File: src/rtl/gmii_udp_frame_gen.sv
// GMII-side UDP/IPv4 frame generator. Emits preamble, SFD, headers, a patterned payload, pad and FCS
// one byte per clock, and supports bursts, continuous mode and a configurable inter-frame gap.
module gmii_udp_frame_gen #(
    parameter logic [47:0] SRC_MAC     = 48'h11_11_11_11_11_11,
    parameter logic [47:0] DEST_MAC    = 48'hFF_FF_FF_FF_FF_FF,
    parameter logic [31:0] SRC_IP      = 32'hC0_A8_01_69,
    parameter logic [31:0] DEST_IP     = 32'hC0_A8_01_6E,
    parameter logic [15:0] SRC_PORT    = 16'h8080,
    parameter logic [15:0] DEST_PORT   = 16'h8080,
    parameter int          MAX_PAYLOAD = 1472,
    parameter int          IFG_CYCLES  = 12
) (
    input  logic        rgmii_clk,
    input  logic        rst,
    input  logic        start,
    input  logic        stop,
    input  logic [7:0]  num_frames,
    input  logic [15:0] payload_len,
    input  logic [7:0]  seed,
    output logic        gmii_tx_en,
    output logic [7:0]  gmii_txd,
    output logic        busy,
    output logic        done,
    output logic [31:0] frames_sent
);

    localparam logic [15:0] MAX_LEN  = 16'(MAX_PAYLOAD);
    localparam logic [15:0] IFG_LAST = 16'(IFG_CYCLES - 1);

    typedef enum logic [3:0] {
        S_IDLE, S_CALC, S_PRE, S_SFD, S_ETH, S_IP, S_UDP,
        S_PAY, S_PAD, S_FCS, S_IFG, S_DONE
    } state_t;

    state_t      state, next_state;
    logic [15:0] cnt;
    logic [15:0] pay_len;
    logic [7:0]  seed_l;
    logic [7:0]  nframes_l;
    logic [7:0]  frame_cnt;
    logic        stop_pending;
    logic [15:0] ident;
    logic [15:0] csum;
    logic [31:0] crc;

    logic [15:0]  pad_len, tot_len, udp_len;
    logic [31:0]  csum_sum, csum_fold1, csum_fold2;
    logic [111:0] eth_hdr, eth_sh;
    logic [159:0] ip_hdr, ip_sh;
    logic [63:0]  udp_hdr, udp_sh;
    logic [31:0]  fcs_sh;
    logic [7:0]   tx_byte;
    logic         tx_active, crc_en, burst_over, last_fcs;

    function automatic logic [31:0] crc32_byte(input logic [31:0] crc_in, input logic [7:0] data);
        logic [31:0] c;
        c = crc_in ^ {24'h0, data};
        for (int k = 0; k < 8; k++)
            c = c[0] ? ((c >> 1) ^ 32'hEDB8_8320) : (c >> 1);
        return c;
    endfunction

    assign pad_len    = (pay_len < 16'd18) ? (16'd18 - pay_len) : 16'd0;
    assign tot_len    = pay_len + 16'd28;
    assign udp_len    = pay_len + 16'd8;
    assign burst_over = stop_pending || ((nframes_l != 8'd0) && (frame_cnt == nframes_l));
    assign last_fcs   = (state == S_FCS) && (cnt == 16'd3);
    assign tx_active  = (state inside {S_PRE, S_SFD, S_ETH, S_IP, S_UDP, S_PAY, S_PAD, S_FCS});
    assign crc_en     = (state inside {S_ETH, S_IP, S_UDP, S_PAY, S_PAD});

    // Header checksum with the checksum field as zero; two folds absorb every end-around carry.
    always_comb begin
        csum_sum   = 32'h4500 + 32'(tot_len) + 32'(ident) + 32'h4000 + 32'h4011
                   + 32'(SRC_IP[31:16]) + 32'(SRC_IP[15:0])
                   + 32'(DEST_IP[31:16]) + 32'(DEST_IP[15:0]);
        csum_fold1 = {16'h0, csum_sum[15:0]} + {16'h0, csum_sum[31:16]};
        csum_fold2 = {16'h0, csum_fold1[15:0]} + {16'h0, csum_fold1[31:16]};
    end

    always_comb begin
        // NOTE: every signal driven here gets a default first, so no path can infer a latch.
        next_state = state;
        case (state)
            S_IDLE: if (start) next_state = S_CALC;
            S_CALC: next_state = S_PRE;
            S_PRE:  if (cnt == 16'd6) next_state = S_SFD;
            S_SFD:  next_state = S_ETH;
            S_ETH:  if (cnt == 16'd13) next_state = S_IP;
            S_IP:   if (cnt == 16'd19) next_state = S_UDP;
            S_UDP:
                if (cnt == 16'd7)
                    next_state = (pay_len != 16'd0) ? S_PAY : ((pad_len != 16'd0) ? S_PAD : S_FCS);
            S_PAY:
                if (cnt == pay_len - 16'd1)
                    next_state = (pad_len != 16'd0) ? S_PAD : S_FCS;
            S_PAD:  if (cnt == pad_len - 16'd1) next_state = S_FCS;
            S_FCS:  if (cnt == 16'd3) next_state = S_IFG;
            S_IFG:  if (cnt == IFG_LAST) next_state = burst_over ? S_DONE : S_CALC;
            S_DONE: next_state = S_IDLE;
            default: next_state = S_IDLE;
        endcase
    end

    always_comb begin
        eth_hdr = {DEST_MAC, SRC_MAC, 16'h0800};
        ip_hdr  = {16'h4500, tot_len, ident, 16'h4000, 8'h40, 8'h11, csum, SRC_IP, DEST_IP};
        udp_hdr = {SRC_PORT, DEST_PORT, udp_len, 16'h0000};
        eth_sh  = eth_hdr << {cnt[3:0], 3'b000};
        ip_sh   = ip_hdr << {cnt[4:0], 3'b000};
        udp_sh  = udp_hdr << {cnt[2:0], 3'b000};
        fcs_sh  = ~crc >> {cnt[1:0], 3'b000};
        tx_byte = 8'h00;
        case (state)
            S_PRE:   tx_byte = 8'h55;
            S_SFD:   tx_byte = 8'hD5;
            S_ETH:   tx_byte = eth_sh[111:104];
            S_IP:    tx_byte = ip_sh[159:152];
            S_UDP:   tx_byte = udp_sh[63:56];
            S_PAY:   tx_byte = seed_l + cnt[7:0];
            S_FCS:   tx_byte = fcs_sh[7:0];
            default: tx_byte = 8'h00;
        endcase
    end

    always_ff @(posedge rgmii_clk) begin
        // NOTE: state registers use non-blocking assignments so every flop samples pre-edge values.
        if (rst) begin
            state <= S_IDLE;
            cnt   <= 16'd0;
        end else begin
            state <= next_state;
            cnt   <= (next_state != state) ? 16'd0 : cnt + 16'd1;
        end
    end

    // Outputs are registered from the current state, so the wire lags the FSM by one cycle.
    always_ff @(posedge rgmii_clk) begin
        if (rst) begin
            gmii_tx_en   <= 1'b0;
            gmii_txd     <= 8'h00;
            busy         <= 1'b0;
            done         <= 1'b0;
            frames_sent  <= 32'd0;
            pay_len      <= 16'd0;
            seed_l       <= 8'h00;
            nframes_l    <= 8'd0;
            frame_cnt    <= 8'd0;
            stop_pending <= 1'b0;
            ident        <= 16'd0;
            csum         <= 16'd0;
            crc          <= 32'hFFFF_FFFF;
        end else begin
            gmii_tx_en <= tx_active;
            gmii_txd   <= tx_byte;
            done       <= (state == S_DONE);

            if (state == S_IDLE) begin
                stop_pending <= 1'b0;
                if (start) begin
                    pay_len   <= (payload_len > MAX_LEN) ? MAX_LEN : payload_len;
                    seed_l    <= seed;
                    nframes_l <= num_frames;
                    frame_cnt <= 8'd0;
                    busy      <= 1'b1;
                end
            end else if (stop) begin
                stop_pending <= 1'b1;
            end

            if (state == S_CALC) begin
                csum <= ~csum_fold2[15:0];
                crc  <= 32'hFFFF_FFFF;
            end else if (crc_en) begin
                crc <= crc32_byte(crc, tx_byte);
            end

            if (last_fcs) begin
                frames_sent <= frames_sent + 32'd1;
                ident       <= ident + 16'd1;
                frame_cnt   <= frame_cnt + 8'd1;
            end

            if (state == S_DONE) busy <= 1'b0;
        end
    end

endmodule

File: config.mk
export PLATFORM = sky130hd
export DESIGN_NAME = gmii_udp_frame_gen
export DESIGN_NICKNAME = d
export VERILOG_FILES = /design/src/rtl/gmii_udp_frame_gen.sv
export SDC_FILE = /design/constraint.sdc
export NUM_CORES = 1
export LEC_CHECK = 0
export CORE_MARGIN = 2
export CORE_UTILIZATION = 55
export DETAILED_ROUTE_END_ITERATION = 10
export PLACE_DENSITY = 0.78
export SETUP_SLACK_MARGIN = 0.15
export SYNTH_ARGS = -nofsm -noshare
export SYNTH_HDL_FRONTEND = slang
export SYNTH_SLANG_ARGS = --single-unit
File: constraint.sdc
create_clock -name rgmii_clk -period 6.3 [get_ports rgmii_clk]
set_input_delay 0.63 -clock rgmii_clk [delete_from_list [all_inputs] [get_ports rgmii_clk]]
set_output_delay 0.63 -clock rgmii_clk [all_outputs]
set_load 0.005 [all_outputs]
# After elaboration in Yosys (flattened, before gate mapping)

Index checks and enable logic that the tools add are counted.

Output and inout bits: 43
Logic and storage cells: 117
Register bits: 168
Input bits: 36

Bitwise operators: 11
Equality and inequality tests: 21
Multiplexer cells: 27
Shifts and indexed selects: 4
$lt $le $gt $ge: 2
Reductions and logical operators: 17
Add/sub/neg operators: 20

Operator list:

| operator                  | number |
|---|---|
| $mux W32                  | 8 |
| $shl A159 B8 Y160         | 1 |
| $not A13 Y14              | 8 |
| $shl A112 B7 Y112 const A | 1 |
| $shl A64 B6 Y64           | 1 |
| $pmux W8 S7               | 1 |
| $mux W4                   | 11 |
| $pmux W4 S11              | 1 |
| $add A16 B1 Y16 const B   | 2 |
| $add A32 B1 Y32 const B   | 1 |
| $eq A16 B16 Y1            | 2 |
| $eq A16 B3 Y1 const B     | 2 |
| $eq A16 B4 Y1 const B     | 2 |
| $mux W16                  | 2 |
| $not A32 Y32              | 1 |
| $reduce_bool A16 Y1       | 2 |
| $shr A32 B5 Y8            | 1 |
| $sub A16 B1 Y16 const B   | 2 |
| $xor A32 B8 Y32           | 1 |
| $add A23 B9 Y24 const B   | 1 |
| $mux W8                   | 3 |
| $add A22 B16 Y23 const B  | 1 |
| $add A21 B9 Y22 const B   | 1 |
| $add A20 B16 Y21 const B  | 1 |
| 31 further kinds          | 45 |

# Depth between registers and ports, before layout

Depth after elaboration: 20
Mapped depth: 36
Gate-level depth less buffers: 35

# Least setup slack after synthesis

No wires, ideal clock.

Path kind: reg-to-reg
Start: reg pay_len[3]
End: reg csum[5]
Arrival time: 6554 ps
Library setup time: 128 ps
Clock period less this slack: 6681 ps
Buffers on the path: 2
Required time: 6172 ps
Cell stages (with the launch flop): 36
Path slack: -381 ps
Cell sequence: dfxtp_1 > clkbuf_1 > inv_1 > ha_1 > a21boi_2 > o21a_1 > or2_2 > ha_1 > ha_1 > clkbuf_1 > o21ai_0 > nand2b_1 > a41o_1 > a21o_1 > a21o_1 > a21oi_1 > nor2_1 > o21a_1 > nor2_1 > ha_1 > fa_1 > a21oi_1 > nor2_1 > and3_1 > nand4b_1 > nor2_1 > nand4_1 > nor3b_1 > ha_1 > nand3_1 > or2_2 > maj3_1 > nor2b_1 > xnor2_1 > mux2i_1 > nor2_1

Cells in the longest elaborated chain, start to end: 12

RTL lines:

| element                | line | text |
|---|---|---|
| from (decl)            | 37   | `logic [15:0] pay_len;` |
| from (signal assigned) | 160  | `pay_len <= (payload_len > MAX_LEN) ? MAX_LEN : payload_len;` |
| $add A16 B5 Y16        | 64   | `assign tot_len = pay_len + 16'd28;` |
| $add A15 B16 Y17       | 73   | `csum_sum = 32'h4500 + 32'(tot_len) + 32'(ident) + 32'h4000 + 32'h4011` |
| $add A17 B16 Y18       | 73   |  |
| $add A18 B15 Y19       | 73   |  |
| $add A19 B15 Y20       | 73   |  |
| $add A20 B16 Y21       | 74   | `+ 32'(SRC_IP[31:16]) + 32'(SRC_IP[15:0])` |
| $add A21 B9 Y22        | 74   |  |
| $add A22 B16 Y23       | 75   | `+ 32'(DEST_IP[31:16]) + 32'(DEST_IP[15:0]);` |
| $add A23 B9 Y24        | 75   |  |
| $add A16 B8 Y17        | 76   | `csum_fold1 = {16'h0, csum_sum[15:0]} + {16'h0, csum_sum[31:16]};` |
| $add A16 B1 Y16        | 77   | `csum_fold2 = {16'h0, csum_fold1[15:0]} + {16'h0, csum_fold1[31:16]};` |
| $not A16 Y16           | 171  | `csum <= ~csum_fold2[15:0];` |
| to (signal assigned)   | 171  |  |
| to (decl)              | 43   | `logic [15:0] csum;` |

Every way passes these cells.
A chain may end at the register's enable or synchronous reset.

# Final worst setup path

Start: reg pay_len[3]
End: reg csum[15]

The elaborated chain is that of the path after synthesis.

==> flow_summary.toml <==
[run_status]
outcome = "completed"

[route]
via_per_inst = 6.29
ant_nets = 0
drtPass1Iterations = 5
drc = 0
routed-via-count = 12200
wirelength_mm = 36.9
drt_iter0_drc = 1237
wl_per_cell_um = 19.0

[timing]
clock-skew-final_ns = 0.0146
hold_viol = 0
max_slew_margin = 0.277
drv_slew = 0
finalCritPeriodShare = 0.961
finalCriticalPeriod_ns = 6.05
setup_viol = 0
rsz0062_at_grt = "true"
max_freq_ghz = 0.165
worst-slew-pin-transition_ns = 1.08

[cells_and_area]
antennaDiodeCount = 0
seqCellArea_mm2 = 0.00337
stdcell_count = 1939
fill_cells = 1909
num-nets-final = 1742
syn2layout_area_growth_pct = 16.1
fin_util = 0.651
drive_gt1_frac = 0.131
multi_input_comb_area_mm2 = 0.00898
fin_area_mm2 = 0.0147

[worst_setup_path]
cp-start-kind = "flop"
crit_type = "flop to flop"
crit_top_cell = "a21oi_2"
slowest_stage = "a2111o_1"
cp_max_fo = 6
critPathRequiredTime_ns = 6.64
cp-end-kind = "flop"
max_stage_delay_ns = 0.45
cp_data_arrival_time_ns = 6.39

[floorplan]
die_h_um = 156
die-area_mm2 = 0.0243
die_w_um = 156
start_util = 0.561
coreArea_mm2 = 0.0226
ioPinCount = 79
rows = 55

[cts]
path_clk_slew_ns = 0.08
postCtsHoldBufs = 0
cts_buffer_depth = 2
clkLatencyLatePin_ns = 0.44
cts_tree = "done"
cts_root_buffer = "clkbuf_16"
clock-sinks = 168
numCtsBuffers = 17
h-tree-depth = 4

[placed_design]
dpl-instance-area_mm2 = 0.0139
gp_congestion = 0.972
dp_hpwl_mm = 26.7
dp.cells = 1885
portBuffers = 78

[synthesis]
yosys_register_bits = 168
ys.flop_type = "dfxtp_1"
synth_seq_area_share = 0.265
yosysUniqueCellTypes = 102
synth-edff-count = 0
async_reset_ff_frac = 0
ys.warnings.count = 0
avgSynthCellArea_um2 = 8.10
synth_nets = 1667
syn-cell-area_mm2 = 0.0127
syn_inst = 1566

[min_path]
hold_class = "flop to flop"

[power]
powerDensity_mw_per_mm2 = 191
p_leak_nw = 5.64
peakVddDrop_mv = 0.182
p_total_mw = 2.82

[grt]
grt_antenna_before_repair = 0
grt_pass1_vias = 11300
overflow = 0
grt_usage = 0.298
grt_pass1_wl_mm = 58.5
grt_max_degree = 75

[job]
max_cap_viol_count = 0
report_power, final:
part,total (mW),internal (mW),switching [mW]
Clock,1.02,0.521,0.495
Sequential,1.13,1.09,0.0312
Combinational,0.676,0.274,0.402
critical path, delay by kind of cell, from the launching register on:
family,cells,cell delay [ns]
AO/OA/AOI/OAI,12,2.57
AND/OR/NAND/NOR,8,1.45
adder cells (fa/ha/maj),5,1.00
buffers and inverters,4,0.38
flip-flops,1,0.37
XOR/XNOR,1,0.19
placed cells by master (no fill, tap or decap), types with 7 or more instances in the layout:
master / n
mux2_2: 9
a21o_1: 19
nor2b_1: 17
dfxtp_1: 164
o21a_1: 9
inv_1: 45
nand2b_1: 22
xor2_1: 94
xnor2_2: 8
clkdlybuf4s50_1: 77
nor4_1: 21
a311oi_1: 9
and2_1: 11
o21ai_0: 57
o21ai_1: 13
nand3_1: 45
buf_4: 67
nor4b_1: 7
mux4_2: 8
xnor2_1: 97
nor4_2: 12
a21oi_1: 93
or3_1: 17
a31oi_1: 11
nand2_1: 132
ha_1: 54
o31ai_1: 7
a211oi_1: 21
nand4_1: 28
o211ai_1: 23
nor3_1: 38
clkbuf_16: 17
a22oi_1: 10
nor2_1: 160
or2_2: 7
mux2i_1: 11
and3_1: 26
kinds of logic (layout without fill, tap and decap cells):
family / after synthesis / count (layout) / share of synthesized area
DFF: 168 / 168 / 0.265
buffers and inverters: 138 / 226 / 0.0452
xor gates and xnor gates: 208 / 208 / 0.154
muxes: 28 / 28 / 0.0309
AOI/OAI and AO/OA: 355 / 355 / 0.189
adders and majority gates: 67 / 67 / 0.0674
and+or+nand+nor: 602 / 602 / 0.249
layer usage:
| metal | global-route usage | part of all wire | vias to the layer above |
|---|---|---|---|
| met5 | 0 | 0.0018 | - |
| met4 | 0.102 | 0.029 | 2 |
| met3 | 0.0506 | 0.064 | 92 |
| met2 | 0.486 | 0.47 | 482 |
| met1 | 0.401 | 0.44 | 5847 |
| li1 | - | - | 5773 |
metrics by stage:
step	hold slack, ns	worst slack [ns]	TNS [ns]
after floorplan	0.440	0.159	0
after global placement	0.455	0.0475	0
after detailed placement	0.457	-0.136	-0.255
after CTS	0.474	0.156	0
after global routing	0.489	-0.102	-0.279
final	0.474	0.248	0
what timing repair did:
item | in CTS | in global routing
pin swaps | 8 | 25
gates cloned | 0 | 0
endpoints found under the setup margin | 8 | 13
gates resized for setup | 4 | 29
setup buffers | 12 | 10
registers in the layout, summed over array words and instances (netlist names):
| name | flops |
|---|---|
| cnt | 16 |
| stop_pending | 1 |
| crc | 32 |
| nframes_l | 8 |
| ident | 16 |
| busy | 1 |
| seed_l | 8 |
| frame_cnt | 8 |
| pay_len | 16 |
| gmii_tx_en | 1 |
| frames_sent | 32 |
| gmii_txd | 8 |
| state | 4 |
| csum | 16 |
| done | 1 |
final timing paths:
| check | end | cells past startpoint | start | slack [ns] |
|---|---|---|---|---|
| hold / removal | nframes_l[3]$_SDFFE_PP0P_ | 2 | nframes_l[3]$_SDFFE_PP0P_ | 0.47 |
| setup reg to reg | csum[15]$_SDFFE_PP0P_ | 30 | pay_len[3]$_SDFFE_PP0P_ | 0.25 |
| hold reg to reg | nframes_l[3]$_SDFFE_PP0P_ | 2 | nframes_l[3]$_SDFFE_PP0P_ | 0.47 |
| setup / recovery | csum[15]$_SDFFE_PP0P_ | 30 | pay_len[3]$_SDFFE_PP0P_ | 0.25 |
area by class of cell:
class | count | area share
Clock buffer | 17 | 0.0289
Multi-Input combinational cell | 1260 | 0.609
Sequential cell | 168 | 0.229
Clock inverter | 15 | 0.00909
Tap cell | 285 | 0.0242
Timing Repair Buffer | 144 | 0.0864
Inverter | 50 | 0.0134
synth_stat cells (all sizes together), types with 17 or more instances:
cell | instances | area [µm²]
o21ai | 72 | 360
xor2 | 100 | 898
xnor2 | 105 | 980
nor4 | 35 | 309
nor2 | 163 | 614
nor3 | 43 | 230
inv | 49 | 184
dfxtp | 168 | 3360
o211ai | 23 | 173
nor2b | 18 | 113
buf | 36 | 189
ha | 62 | 776
a211oi | 25 | 210
and3 | 26 | 163
a21oi | 99 | 499
nand2 | 133 | 499
a21o | 19 | 143
or3 | 17 | 106
clkbuf | 52 | 196
nand2b | 23 | 144
nand4 | 29 | 188
nand3 | 46 | 230
(Power assumes the default switching activity.)
